===== config.mk =====
export PLATFORM = sky130hd
export DESIGN_NAME = contador_modular
export DESIGN_NICKNAME = d
export VERILOG_FILES = /design/src/rtl/contador_modular.sv
export SDC_FILE = /design/constraint.sdc
export NUM_CORES = 1
export LEC_CHECK = 0
export CORE_UTILIZATION = 41
export DETAILED_ROUTE_END_ITERATION = 6
export PLACE_DENSITY = 0.68
export REMOVE_ABC_BUFFERS = 1
export SYNTH_ARGS = -nofsm -noshare
export SYNTH_HDL_FRONTEND = slang
export SYNTH_SLANG_ARGS = --single-unit

===== constraint.sdc =====
create_clock -name clock -period 1.4 [get_ports clock]
set_input_delay 0.28 -clock clock [delete_from_list [all_inputs] [get_ports clock]]
set_output_delay 0.28 -clock clock [all_outputs]
set_load 0.01 [all_outputs]

===== src/rtl/contador_modular.sv =====
// Generic modulo-MODULO timebase counter with prescaler, up/down, parallel load and optional saturation.
// Default parameters give the 0,1,2,3,4,0,... sequence.
module contador_modular #(
   parameter int WIDTH    = 3,
   parameter int MODULO   = 5,
   parameter int PRESCALE = 1,
   parameter int PS_WIDTH = 4,
   parameter int SATURATE = 0
) (
   input  logic             clock,
   input  logic             reset,
   input  logic             enable,
   input  logic             up,
   input  logic             load,
   input  logic [WIDTH-1:0] load_value,
   output logic [WIDTH-1:0] S,
   output logic             tc,
   output logic             wrap,
   output logic             load_err
);

   localparam logic [WIDTH-1:0]    S_MAX   = WIDTH'(MODULO - 1);
   localparam logic [WIDTH-1:0]    S_ONE   = WIDTH'(1);
   localparam logic [PS_WIDTH-1:0] PS_LAST = PS_WIDTH'(PRESCALE - 1);
   localparam logic [PS_WIDTH-1:0] PS_ONE  = PS_WIDTH'(1);

   logic [PS_WIDTH-1:0] ps_cnt;
   logic [PS_WIDTH-1:0] ps_nxt;
   logic [WIDTH-1:0]    s_nxt;
   logic                wrap_nxt;
   logic                lerr_nxt;

   always_comb begin
      s_nxt    = S;
      ps_nxt   = ps_cnt;
      wrap_nxt = 1'b0;
      lerr_nxt = 1'b0;
      if (load) begin
         ps_nxt = '0;
         // Out-of-range loads park S at 0 so it can never leave 0..MODULO-1.
         if (load_value <= S_MAX) begin
            s_nxt = load_value;
         end else begin
            s_nxt    = '0;
            lerr_nxt = 1'b1;
         end
      end else if (enable) begin
         if (ps_cnt == PS_LAST) begin
            ps_nxt = '0;
            if (up) begin
               if (S == S_MAX) begin
                  if (SATURATE == 0) begin
                     s_nxt    = '0;
                     wrap_nxt = 1'b1;
                  end
               end else begin
                  s_nxt = S + S_ONE;
               end
            end else begin
               if (S == '0) begin
                  if (SATURATE == 0) begin
                     s_nxt    = S_MAX;
                     wrap_nxt = 1'b1;
                  end
               end else begin
                  s_nxt = S - S_ONE;
               end
            end
         end else begin
            ps_nxt = ps_cnt + PS_ONE;
         end
      end
   end

   always_ff @(posedge clock) begin
      if (reset) begin
         S        <= '0;
         ps_cnt   <= '0;
         wrap     <= 1'b0;
         load_err <= 1'b0;
      end else begin
         S        <= s_nxt;
         ps_cnt   <= ps_nxt;
         wrap     <= wrap_nxt;
         load_err <= lerr_nxt;
      end
   end

   assign tc = (up && (S == S_MAX)) || (!up && (S == '0));

endmodule


[Word level (Yosys, flattened, before mapping)]
Cells that the tools add are included.
Word-level totals
  output and inout bits: 6
  input bits: 8
  register bits: 9
  word-level logic and storage cells: 36
Cells by class
  reductions and logical operators: 12
  bitwise operators: 3
  $lt $le $gt $ge: 1
  muxes and demuxes: 12
  add/sub/neg operators: 3
  eq/ne operators: 1
Operator list (number)
  3-bit 2-to-1 mux: 7
  4-bit by 1-bit adder with 4-bit output, second input constant: 1
  4-bit logical NOT: 1
  1-bit 2-to-1 mux: 4
  4-bit 2-to-1 mux: 1
  2-bit nonzero test: 2
  2-bit OR reduction: 2
  4-bit OR reduction: 1
  3-bit by 1-bit adder with 3-bit output, second input constant: 1
  3-bit equality test, second input constant: 1
  3-bit less-or-equal comparator, second input constant: 1
  3-bit logical NOT: 1
  1-bit NOT: 3
  3-bit by 1-bit subtractor with 3-bit output, second input constant: 1
  1-bit logical AND: 2
  2-bit AND reduction: 1
  1-bit logical NOT: 1
  1-bit logical OR: 1

[Logic depth before layout (Yosys ltp)]
  word-level depth: 6
  mapped depth: 5

[Worst setup path after synthesis]
OpenSTA, ideal clock, no wires.
  path kind: register to register
  start: register S[0]
  end: register S[1]
  setup slack: -0.093 ns
  data arrival time: 1.366 ns
  path buffers: 0
  setup time: 0.127 ns
  clock period less this slack: 1.493 ns
  cell stages (with the launch flop): 6
  cell sequence: dfxtp_1 > inv_1 > ha_1 > mux2_2 > a221oi_1 > o21ai_0
On the way
  word-level cells in the longest chain between the ends: 6
  elaborated cells between the ends (all ways): 10
RTL lines
  from (decl): RTL line 16  | output logic [WIDTH-1:0] S,
  from (signal assigned): RTL line 82  | S <= s_nxt;
  3-bit by 1-bit subtractor with 3-bit output, or another cell as far along: RTL line 66  | s_nxt = S - S_ONE;
  3-bit 2-to-1 mux, on equally long branches: RTL line 60, 51
  3-bit 2-to-1 mux (*): RTL line 50  | if (up) begin
  3-bit 2-to-1 mux (*): RTL line 48  | if (ps_cnt == PS_LAST) begin
  3-bit 2-to-1 mux (*): RTL line 47  | end else if (enable) begin
  3-bit 2-to-1 mux (*): RTL line 38  | if (load) begin
Every way passes the cells marked *; elsewhere a longest branch is shown, timed or not. The select of a mux whose other input is x is not followed.
A chain may end at the register's enable or synchronous reset.

[Worst setup path after layout]
Ends and elaborated chain as after synthesis.

==> flow_summary_export.csv <==
group,metric,value,unit
run_status,status,"completed",
logic_synthesis,synth-simple-area-share,0.2949,
final_layout,syn_to_final_growth,69.82,%
power,p_leak,0.4327,nW
logic_synthesis,synthesis.area,543.0,sq um
setup_path,crit_chain,"buf_6 -> ha_4 -> mux2_4 -> a221oi_4 -> o21ai_1",
sta,fmax,0.7164,GHz
place,gp_congestion,0.7146,
floorplanning,die_width,38.39,microns
routing,ant_nets,0,
final_layout,regArea,183.9,sq um
routing,routed_wl,1.372,mm
final_layout,nets,110,
setup_path,critPathMaxFanout,4,
final_layout,multi_input_area,392.9,sq um
setup_path,path_class,"reg2reg",
setup_path,crit_path_start,"S[0]$_SDFFE_PP0P_",
routing,vias,581,
logic_synthesis,synth_mux_area_frac,0.03917,
sta,period_share,0.9971,
floorplanning,core.rowCount,12,
final_layout,drive_gt1_frac,0.3854,
clock_network,cts_buffer_depth,2,
clock_network,cts_max_level,1,
clock_network,cts_buffers,3,
global_routing,antenna_found_initial,0,
floorplanning,dieArea,1474,sq um
sta,setup_violations,0,
routing,post_drt_wl_per_cell,12.47,microns
sta,finalHoldViolations,0,
setup_path,cp_num_buf_inv,1,
floorplanning,die_h,38.39,microns
place,port_buffers,13,
setup_path,r2r_cells,5,
floorplanning,core_region_area,1171,sq um
logic_synthesis,yosysMostFrequentCell,"dfxtp_1",
logic_synthesis,ys_ff_latch,9,
logic_synthesis,synth_top_cell_by_area,"dfxtp_1",
place,placed_cell_area,825.8,sq um
power,power.density,730.6,nW/um^2
setup_path,endpoint_kind,"register",
sta,max_slew_margin,0.8048,
logic_synthesis,synth_area_leaders,"dfxtp_1 33%, ha_1 12%, nand4bb_4 5.1%",
job,drv_cap,0,
setup_path,worstSetupEndpoint,"S[1]$_SDFFE_PP0P_",
power,vdd_drop_max,0.0006234,V
global_routing,grt_pass1_vias,511,
global_routing,grt_overflow,0,
routing,drtIter0Drc,23,
sta,finalCriticalPeriod,1.396,ns
setup_path,startpoint_type,"register",
logic_synthesis,synth_common_cells,"9 x dfxtp_1, 7 x nor2_1, 5 x ha_1, 5 x inv_1, 4 x nand2_1",
logic_synthesis,ys_types,27,
clock_network,cts_tree,"done",
logic_synthesis,ys_async_sr_fraction,0,
setup_path,crit_family,"compound AO/OA/AOI/OAI gates",
logic_synthesis,synth_top_family_by_area,"simple AND/OR/NAND/NOR gates",
global_routing,grt_pass1_wl,2.076,mm
sta,rsz0062_at_grt,"yes",
logic_synthesis,synth_edf_count,0,
logic_synthesis,ys.flop_type,"dfxtp_1",
clock_network,clock_insertion_delay_worst_skew,0.26,ns
global_routing,grt_max_degree,6,
final_layout,finalInstanceArea,922.1,sq um
logic_synthesis,synth_xor_area_frac,0.06452,
sta,setup_ws,0.004108,ns
routing,vias_per_cell,5.282,
floorplanning,start_util,0.4637,
setup_path,max_stage_delay,0.33,ns
logic_synthesis,postSynthCellCount,59,
logic_synthesis,synthAdderAreaFrac,0.1152,
global_routing,grt_use_total,0.2152,
setup_path,rrSetupSlack,0.004,ns
clock_network,cts.reportedPaths.clkPinSlew,0.06,ns
sta,drv_slew,0,
sta,clock_skew,0.005162,ns
place,dp_hpwl,1.001,mm
setup_path,cp_slowest_cell,"dfxtp_2",
setup_path,r2r-start,"S[0]$_SDFFE_PP0P_",
logic_synthesis,ys_seq_area_frac,0.3318,
final_layout,nFillCells,80,
final_layout,antenna_cells,0,
logic_synthesis,synth_compound_area_frac,0.1198,
setup_path,worstSetupPathDepth,5,
logic_synthesis,yosysTopAreaCellShare,0.3318,
clock_network,cts_num_sinks,9,
logic_synthesis,yosysWarnings,0,
sta,worst_slew_pin_slew,0.2917,ns
routing,route.detailed.drc,0,
setup_path,critical_path_required,1.53,ns
setup_path,arrival,1.53,ns
floorplanning,pin_count,14,
worst_hold_path,hp-class,"reg2reg",
setup_path,timing.rr.end,"S[1]$_SDFFE_PP0P_",
place,pre_cts_slack,-0.4818,ns
routing,dr.pass1.iters,4,
logic_synthesis,avgSynthCellArea,9.204,sq um
clock_network,root_buffer,"clkbuf_4",
metal layers:
| metal | track usage | wire length, microns | vias to the layer above | share of wire |
|---|---|---|---|---|
| met3 | 0.1105 | 112 | 0 | 0.082 |
| met1 | 0.2332 | 589 | 261 | 0.43 |
| met4 | 0.05172 | 0 | 0 | 0 |
| met2 | 0.3686 | 671 | 28 | 0.49 |
| li1 | - | - | 292 | - |
| met5 | 0 | 0 | - | 0 |
repair_timing:
| item | in CTS | in global routing |
|---|---|---|
| setup endpoints to repair | 6 | 6 |
| buffers inserted | 0 | 2 |
| hold buffers | 0 | 0 |
| pin swaps | 3 | 5 |
| gates resized for setup | 15 | 12 |
power by group:
part / total (W) / leakage [nW] / internal (W) / switching [W]
clock: 0.000197 / 0.0150 / 0.000110 / 0.0000875
combinational: 0.000203 / 0.343 / 0.000115 / 0.0000882
sequential: 0.000273 / 0.0744 / 0.000267 / 0.00000653
total: 0.000674 / 0.433 / 0.000492 / 0.000182
worst min-delay path: stages (launching register included):
cell	delay [ns]
dfxtp_1	0.33
mux2i_1	0.13
nor3_1	0.05
layout by cell type, fill, tap and decap left out, types with 2 or more instances in the layout:
cell             instances
buf_4                   18
inv_2                    2
xor2_1                   2
nor3_1                   3
dfxtp_1                  6
clkdlybuf4s50_1          6
nand2_1                  4
clkbuf_4                 3
dlygate4sd2_1            4
nor2_1                   7
buf_6                    2
xnor2_1                  2
dlymetal6s2s_1           2
inv_1                    3
dfxtp_2                  3
ha_1                     2
nand3_1                  2
ha_4                     2
and2_1                   2
worst min-delay path by stage:
stage	from	to	slack (ns)	depth (start not counted)
after detailed placement	ps_cnt[3]$_SDFFE_PP0P_	ps_cnt[3]$_SDFFE_PP0P_	0.54	2
after floorplan	reset	S[0]$_SDFFE_PP0P_	0.35	1
after global routing	ps_cnt[1]$_SDFFE_PP0P_	ps_cnt[1]$_SDFFE_PP0P_	0.59	2
after global placement	ps_cnt[3]$_SDFFE_PP0P_	ps_cnt[3]$_SDFFE_PP0P_	0.52	2
final	ps_cnt[1]$_SDFFE_PP0P_	ps_cnt[1]$_SDFFE_PP0P_	0.56	2
after CTS	ps_cnt[3]$_SDFFE_PP0P_	ps_cnt[3]$_SDFFE_PP0P_	0.55	2
logic make-up (layout without fill, tap and decap cells):
kind of cell / count (synthesis) / after routing
and+or+nand+nor: 26 / 26
DFF: 9 / 9
AOI/OAI and AO/OA: 8 / 8
adders and majority gates: 5 / 5
buffers and inverters: 5 / 42
xor gates and xnor gates: 4 / 4
muxes: 2 / 2
cell type report:
class                      count  share of cell area
multi-input combinational     45              0.4261
timing repair buffer          33              0.3066
clock buffer                   4             0.02849
inverter                       5             0.02035
sequential                     9              0.1995
tap                           14             0.01900
stage by stage:
stage | std cells | util | power [W] | hold slack [ns] | setup TNS (ns)
3_3_place_gp | 104 | 0.7051 | 0.0004537 | 0.5151 | -1.078
3_5_place_dp | 104 | 0.7051 | 0.0004578 | 0.5359 | -1.144
6_report | 110 | 0.7874 | 0.0006737 | 0.5554 | 0
4_1_cts | 108 | 0.7308 | 0.0006564 | 0.5512 | -0.01752
5_1_grt | 110 | 0.7874 | 0.0007181 | 0.5851 | -0.1455
2_1_floorplan | 59 | - | 0.0003461 | 0.3462 | -0.09322
sequential cells by signal, indices dropped and copies added (netlist names):
name,count
load_err,1
ps_cnt,4
S,3
wrap,1
(Power assumes the default switching activity.)
